$ cat src/rtl/det_seq_pkg.sv
// det_seq_pkg: size encodings, FSM states and cofactor term tables for det_seq_ctrl
package det_seq_pkg;
  localparam int ELEM_W = 8;
  localparam int ROW_STRIDE = 40;
  localparam logic [1:0] SZ_1X1 = 2'b00;
  localparam logic [1:0] SZ_2X2 = 2'b01;
  localparam logic [1:0] SZ_3X3 = 2'b10;
  typedef enum logic [1:0] {IDLE, MUL_A, MUL_B, FINISH} state_e;
  typedef struct packed {
    logic [7:0] x;
    logic [7:0] y;
    logic [7:0] z;
    logic       neg;
  } term_t;
  function automatic logic [7:0] elem(input int r, input int c);
    return 8'(r * ROW_STRIDE + c * ELEM_W);
  endfunction
  // x,y,z are bit offsets into the flattened matrix; neg subtracts the term
  localparam term_t T3 [6] = '{
    '{elem(0, 0), elem(1, 1), elem(2, 2), 1'b0},
    '{elem(0, 1), elem(1, 2), elem(2, 0), 1'b0},
    '{elem(0, 2), elem(1, 0), elem(2, 1), 1'b0},
    '{elem(0, 2), elem(1, 1), elem(2, 0), 1'b1},
    '{elem(0, 1), elem(1, 0), elem(2, 2), 1'b1},
    '{elem(0, 0), elem(1, 2), elem(2, 1), 1'b1}
  };
  localparam term_t T2 [2] = '{
    '{elem(0, 0), elem(1, 1), 8'd0, 1'b0},
    '{elem(0, 1), elem(1, 0), 8'd0, 1'b1}
  };
endpackage

$ cat src/rtl/det_seq_ctrl_mul.sv
// det_mul_16x8: combinational signed 16x8 -> 24 multiplier shared by both multiply steps
module det_mul_16x8 (
  input  logic signed [15:0] a_i,
  input  logic signed [7:0]  b_i,
  output logic signed [23:0] p_o
);
  assign p_o = 24'(a_i) * 24'(b_i);
endmodule

$ cat src/rtl/det_seq_ctrl.sv
// det_seq_ctrl: multi-cycle 1x1/2x2/3x3 determinant sequencer with one shared multiplier
module det_seq_ctrl
  import det_seq_pkg::*;
#(
  parameter int ACC_W  = 32,
  parameter int ELEM_W = 8
) (
  input  logic         clock,
  input  logic         reset,
  input  logic         start,
  input  logic [1:0]   size,
  input  logic [199:0] A_flat,
  output logic         busy,
  output logic         done,
  output logic [7:0]   det,
  output logic         overflow_flag,
  output logic         error
);
  state_e state_q, state_d;
  logic [199:0] a_q, a_d;
  logic [1:0] size_q, size_d;
  logic [2:0] term_q, term_d;
  logic signed [15:0] part_q, part_d;
  logic signed [ACC_W-1:0] acc_q, acc_d, fin;
  logic busy_q, busy_d, done_q, done_d, ovf_q, ovf_d, err_q, err_d;
  logic [7:0] det_q, det_d;
  term_t t;
  logic signed [ELEM_W-1:0] x, y, z;
  logic signed [15:0] m_a;
  logic signed [7:0] m_b;
  logic signed [23:0] prod;
  logic is3, last, second;
  assign is3 = size_q == SZ_3X3;
  assign t = is3 ? T3[term_q] : T2[term_q[0]];
  assign x = a_q[t.x +: ELEM_W];
  assign y = a_q[t.y +: ELEM_W];
  assign z = a_q[t.z +: ELEM_W];
  // 3x3 MUL_B multiplies the stored partial by z; every other step multiplies x by y
  assign second = state_q == MUL_B && is3;
  assign m_a = second ? part_q : 16'(x);
  assign m_b = second ? z : y;
  assign last = is3 ? term_q == 3'd5 : term_q[0];
  // 1x1 selects T2[0].x, which is element (0,0)
  assign fin = size_q == SZ_1X1 ? ACC_W'(x) : (is3 || size_q == SZ_2X2) ? acc_q : '0;
  det_mul_16x8 u_mul (.a_i(m_a), .b_i(m_b), .p_o(prod));
  always_ff @(posedge clock) begin
    if (reset) begin
      state_q <= IDLE;
      a_q     <= '0;
      size_q  <= '0;
      term_q  <= '0;
      part_q  <= '0;
      acc_q   <= '0;
      busy_q  <= 1'b0;
      done_q  <= 1'b0;
      det_q   <= '0;
      ovf_q   <= 1'b0;
      err_q   <= 1'b0;
    end else begin
      state_q <= state_d;
      a_q     <= a_d;
      size_q  <= size_d;
      term_q  <= term_d;
      part_q  <= part_d;
      acc_q   <= acc_d;
      busy_q  <= busy_d;
      done_q  <= done_d;
      det_q   <= det_d;
      ovf_q   <= ovf_d;
      err_q   <= err_d;
    end
  end
  always_comb begin
    state_d = state_q;
    term_d  = term_q;
    case (state_q)
      IDLE: if (start) begin
        term_d  = '0;
        state_d = size == SZ_3X3 ? MUL_A : size == SZ_2X2 ? MUL_B : FINISH;
      end
      MUL_A: state_d = MUL_B;
      MUL_B: begin
        term_d  = last ? term_q : term_q + 3'd1;
        state_d = last ? FINISH : is3 ? MUL_A : MUL_B;
      end
      default: state_d = IDLE;
    endcase
  end
  always_comb begin
    a_d    = a_q;
    size_d = size_q;
    part_d = part_q;
    acc_d  = acc_q;
    busy_d = busy_q;
    done_d = 1'b0;
    det_d  = det_q;
    ovf_d  = ovf_q;
    err_d  = err_q;
    case (state_q)
      IDLE: if (start) begin
        a_d    = A_flat;
        size_d = size;
        acc_d  = '0;
        busy_d = 1'b1;
      end
      MUL_A: part_d = prod[15:0];
      MUL_B: acc_d = t.neg ? acc_q - ACC_W'(prod) : acc_q + ACC_W'(prod);
      default: begin
        acc_d  = fin;
        det_d  = fin[7:0];
        ovf_d  = fin > ACC_W'(127) || fin < -ACC_W'(128);
        err_d  = size_q == 2'b11;
        done_d = 1'b1;
        busy_d = 1'b0;
      end
    endcase
  end
  assign busy = busy_q;
  assign done = done_q;
  assign det = det_q;
  assign overflow_flag = ovf_q;
  assign error = err_q;
endmodule

$ cat config.mk
export PLATFORM = sky130hd
export DESIGN_NAME = det_seq_ctrl
export DESIGN_NICKNAME = d
export VERILOG_FILES = /design/src/rtl/det_seq_pkg.sv /design/src/rtl/det_seq_ctrl_mul.sv /design/src/rtl/det_seq_ctrl.sv
export SDC_FILE = /design/constraint.sdc
export NUM_CORES = 1
export LEC_CHECK = 0
export CORE_UTILIZATION = 57
export DETAILED_ROUTE_END_ITERATION = 8
export PLACE_DENSITY = 0.82
export SYNTH_ARGS = -nofsm -noshare
export SYNTH_HDL_FRONTEND = slang
export SYNTH_SLANG_ARGS = --single-unit
export TNS_END_PERCENT = 50
$ cat constraint.sdc
create_clock -name clock -period 11.55 [get_ports clock]
set_input_delay 3.465 -clock clock [delete_from_list [all_inputs] [get_ports clock]]
set_output_delay 3.465 -clock clock [all_outputs]
set_load 0.005 [all_outputs]
==> metrics.yaml <==
run_status: "finished, final reports clean"
die_width_um: 169
rr_worst_depth: 39
worstPathRequired_ns: 11.94
route.detailed.wl_per_inst_um: 16.7
synthXorXnorAreaFrac_pct: 3.49
critPathCaptureType: "register"
synth_compound_gate_area_share_pct: 19.0
worst-endpoint-arrival_ns: 11.20
final_hold_viol_count: 0
synth_warnings: 0
firstDrtPassIters: 5
synthesis.instances: 2109
cts-root-to-sink-buffers: 2
mappedNetlistArea_um2: 16000
ys_seq_elements: 195
setup-violations-final: 0
worst_setup_hold_path_clk_slew_ns: 0.09
place_hpwl_um: 31300
max_slew_violation_count: 0
tightest_slew_ns: 1.17
worstSetupPathType: "register to register"
synth-seq-area-share_pct: 24.4
global_route.usage.total_pct: 30.2
synthMuxAreaShare_pct: 2.56
io_buffer_count: 144
busiest_layer: "met2"
met2_routing_resource_usage_after_global_routing_pct: 52.6
critical_path_peak_fanout: 34
hold_depth: 2
globalRoute.totalOverflow: 0
met1_track_demand_over_resource_pct: 37.9
finalSetupTns_ns: 0
crit_path_max_cell_delay_ns: 0.71
post-route-period-util_pct: 93.5
gp_routability_congestion: 0.949
synth_top_flop_cell: "sky130_fd_sc_hd__dfxtp_1"
post_route_antenna_net_violation_count: 0
placement_rows: 60
worstSkewPairLatency_ns: 0.45
ctsHoldBuffers: 0
drcViolationCount: 0
layout.nets: 2585
drv.max_cap_violation_count: 0
synth.net_count: 2510
route.vias.total: 15000
effective_utilization_at_floorplan_pct: 58.6
grt_max_degree: 105
synth_simple_gate_area_share_pct: 23.2
synth_top_family_by_area: "simple AND/OR/NAND/NOR gates"
achievable-frequency_ghz: 0.0926
fin_crit_ns: 10.80
synthesis.area_per_instance_um2: 7.58
routed_via_density: 5.83
totalWireLength_um: 42900
post_synth_fa_ha_maj_area_fraction_pct: 20.3
via_count_of_the_first_global_routing_pass: 14600
chip_height_um: 169
wire_length_of_the_first_global_routing_pass_um: 70200
pin_count: 217
reg2reg_slack_ns: 0.75
post_synth_num_cell_types: 92
synth-edff-count: 0
startpoint_of_the_lowest_slack_hold_path: "a_q[120]"
destination_of_the_worst_register_to_register_timing_path: "acc_q[31]"
cts_tree: "yes"
critical_path.reg2reg.startpoint: "term_q[0]"
worst_slew_margin_rel_pct: 21.7
drive_above_1_share_pct: 5.92
placeableCoreArea_um2: 27300
hold_path.class: "register to register"
dr.first_iter.drc_count: 1242
cell_with_the_largest_stage_delay_on_the_worst_path: "sky130_fd_sc_hd__mux4_2"
grt_setup_unrepaired: "false"
skew_ns: 0.0216
met3_demand_to_capacity_share_in_global_routing_pct: 3.31
fraction_of_registers_with_async_set_or_reset_after_synthesis_pct: 0
n_antenna_cell: 0
whs_endpoint: "a_q[120]"
root_buffer: "sky130_fd_sc_hd__clkbuf_16"
sink_count: 195
layout-area-overhead-vs-synth_pct: 15.0
cp-start-kind: "register"
clock_tree.htree_level_count: 4
antenna_found_initial: 0
area_of_the_die_um2: 28700
tritoncts.num_buffers: 17
-- kinds of logic (layout without fill, tap and decap cells) --
family	Yosys count	after routing
buffers and inverters	291	379
and+or+nand+nor	847	847
muxes	32	32
AOI/OAI and AO/OA	486	486
xor gates and xnor gates	62	62
DFF	195	195
adders and majority gates	196	196
-- routing by layer --
metal  routed length, µm  share of wire, %
met1               17900                42
met2               21100                49
met3                2460               5.7
met4                1470               3.4
met5                   0                 0
-- final cells by class --
| type | count | area (µm²) |
|---|---|---|
| tap | 372 | 465 |
| sequential | 195 | 3910 |
| clock buffer | 17 | 425 |
| inverter | 175 | 657 |
| multi-input combinational | 1623 | 11000 |
| timing repair buffer | 172 | 1690 |
| clock inverter | 15 | 221 |
| fill | 2211 | 8880 |
-- layout by cell type (no fill, tap or decap), drive strengths merged, types with 12 or more instances in the layout --
cell / instances
nand2: 459
a21oi: 217
dfxtp: 195
inv: 186
nor2: 181
clkdlybuf4s50: 143
fa: 105
ha: 91
o21ai: 82
nand3: 44
xnor2: 42
a211oi: 33
buf: 29
nor3: 25
mux2i: 24
or2: 24
a21o: 24
and3: 22
a31oi: 20
xor2: 20
clkbuf: 17
nand4: 16
and2: 14
o31ai: 14
nand2b: 13
o21a: 13
nor4: 12
nor2b: 12
-- worst max-delay path by stage --
stage	startpoint	endpoint	slack (ns)	cells past startpoint
3_3_place_gp	term_q[0]	acc_q[31]	0.89	36
3_5_place_dp	term_q[0]	acc_q[31]	0.65	38
5_1_grt	term_q[0]	acc_q[31]	0.10	38
6_report	term_q[0]	acc_q[31]	0.75	39
2_1_floorplan	term_q[0]	acc_q[31]	2.07	42
4_1_cts	term_q[0]	acc_q[31]	0.58	38
-- worst max-delay path, delay by kind of cell (launching register included) --
kind / cells / cell delay (ns)
adders and majority gates: 7 / 3.10
and+or+nand+nor: 11 / 2.12
xor gates and xnor gates: 2 / 0.40
muxes: 2 / 1.01
DFF: 1 / 0.48
buffers and inverters: 5 / 0.58
AOI/OAI and AO/OA: 12 / 3.05
-- per-stage QoR --
| stage | instance area, µm² | util [%] | instances | hold WS (ns) | setup WS, ns |
|---|---|---|---|---|---|
| floorplan | 16000 | - | 2109 | 0.436 | 2.07 |
| global placement | 17700 | 64.8 | 2533 | 0.442 | 0.887 |
| detailed placement | 17700 | 64.8 | 2533 | 0.447 | 0.647 |
| CTS | 18300 | 67.2 | 2565 | 0.459 | 0.578 |
| global route | 18400 | 67.4 | 2569 | 0.472 | 0.104 |
| finish | 18400 | 67.4 | 2569 | 0.458 | 0.746 |
-- repair_timing --
| action | in CTS | in global routing |
|---|---|---|
| hold endpoints to repair | 0 | 0 |
| setup endpoints to repair | 0 | 4 |
| gates resized for setup | 0 | 6 |
| setup buffers | 0 | 4 |
-- Yosys cell counts, types with 8 or more instances --
library cell | count | area, µm²
sky130_fd_sc_hd__and2_1 | 14 | 87.6
sky130_fd_sc_hd__and3_1 | 22 | 138
sky130_fd_sc_hd__o21ai_0 | 78 | 390
sky130_fd_sc_hd__a221oi_1 | 8 | 70.1
sky130_fd_sc_hd__o211ai_1 | 9 | 67.6
sky130_fd_sc_hd__nor4_1 | 12 | 75.1
sky130_fd_sc_hd__dfxtp_1 | 195 | 3900
sky130_fd_sc_hd__o21a_1 | 13 | 97.6
sky130_fd_sc_hd__nand4_1 | 15 | 93.8
sky130_fd_sc_hd__fa_1 | 105 | 2100
sky130_fd_sc_hd__mux2i_1 | 24 | 240
sky130_fd_sc_hd__nand3_1 | 44 | 220
sky130_fd_sc_hd__buf_2 | 10 | 50.1
sky130_fd_sc_hd__xnor2_1 | 41 | 359
sky130_fd_sc_hd__xor2_1 | 19 | 166
sky130_fd_sc_hd__nor2b_1 | 11 | 68.8
sky130_fd_sc_hd__o31ai_1 | 13 | 97.6
sky130_fd_sc_hd__or2_2 | 23 | 144
sky130_fd_sc_hd__o22ai_1 | 8 | 50.1
sky130_fd_sc_hd__a2bb2oi_1 | 8 | 70.1
sky130_fd_sc_hd__a31oi_1 | 20 | 125
sky130_fd_sc_hd__ha_1 | 91 | 1140
sky130_fd_sc_hd__inv_1 | 174 | 653
sky130_fd_sc_hd__nand2b_1 | 13 | 81.3
sky130_fd_sc_hd__a21o_1 | 23 | 173
sky130_fd_sc_hd__a21oi_1 | 216 | 1080
sky130_fd_sc_hd__nor2_1 | 180 | 676
sky130_fd_sc_hd__nand2_1 | 457 | 1720
sky130_fd_sc_hd__clkbuf_1 | 96 | 360
sky130_fd_sc_hd__nor3_1 | 23 | 115
sky130_fd_sc_hd__a211oi_1 | 32 | 240
-- sequential cells by signal, summed over array words and instances (netlist names) --
register	count
a_q	128
part_q	16
size_q	2
term_q	3
done	1
busy	1
det	8
state_q	2
acc_q	32
error	1
overflow_flag	1
Power is not shown: default switching activity piles up to over one toggle a cycle in this logic, so the estimate is an artifact.
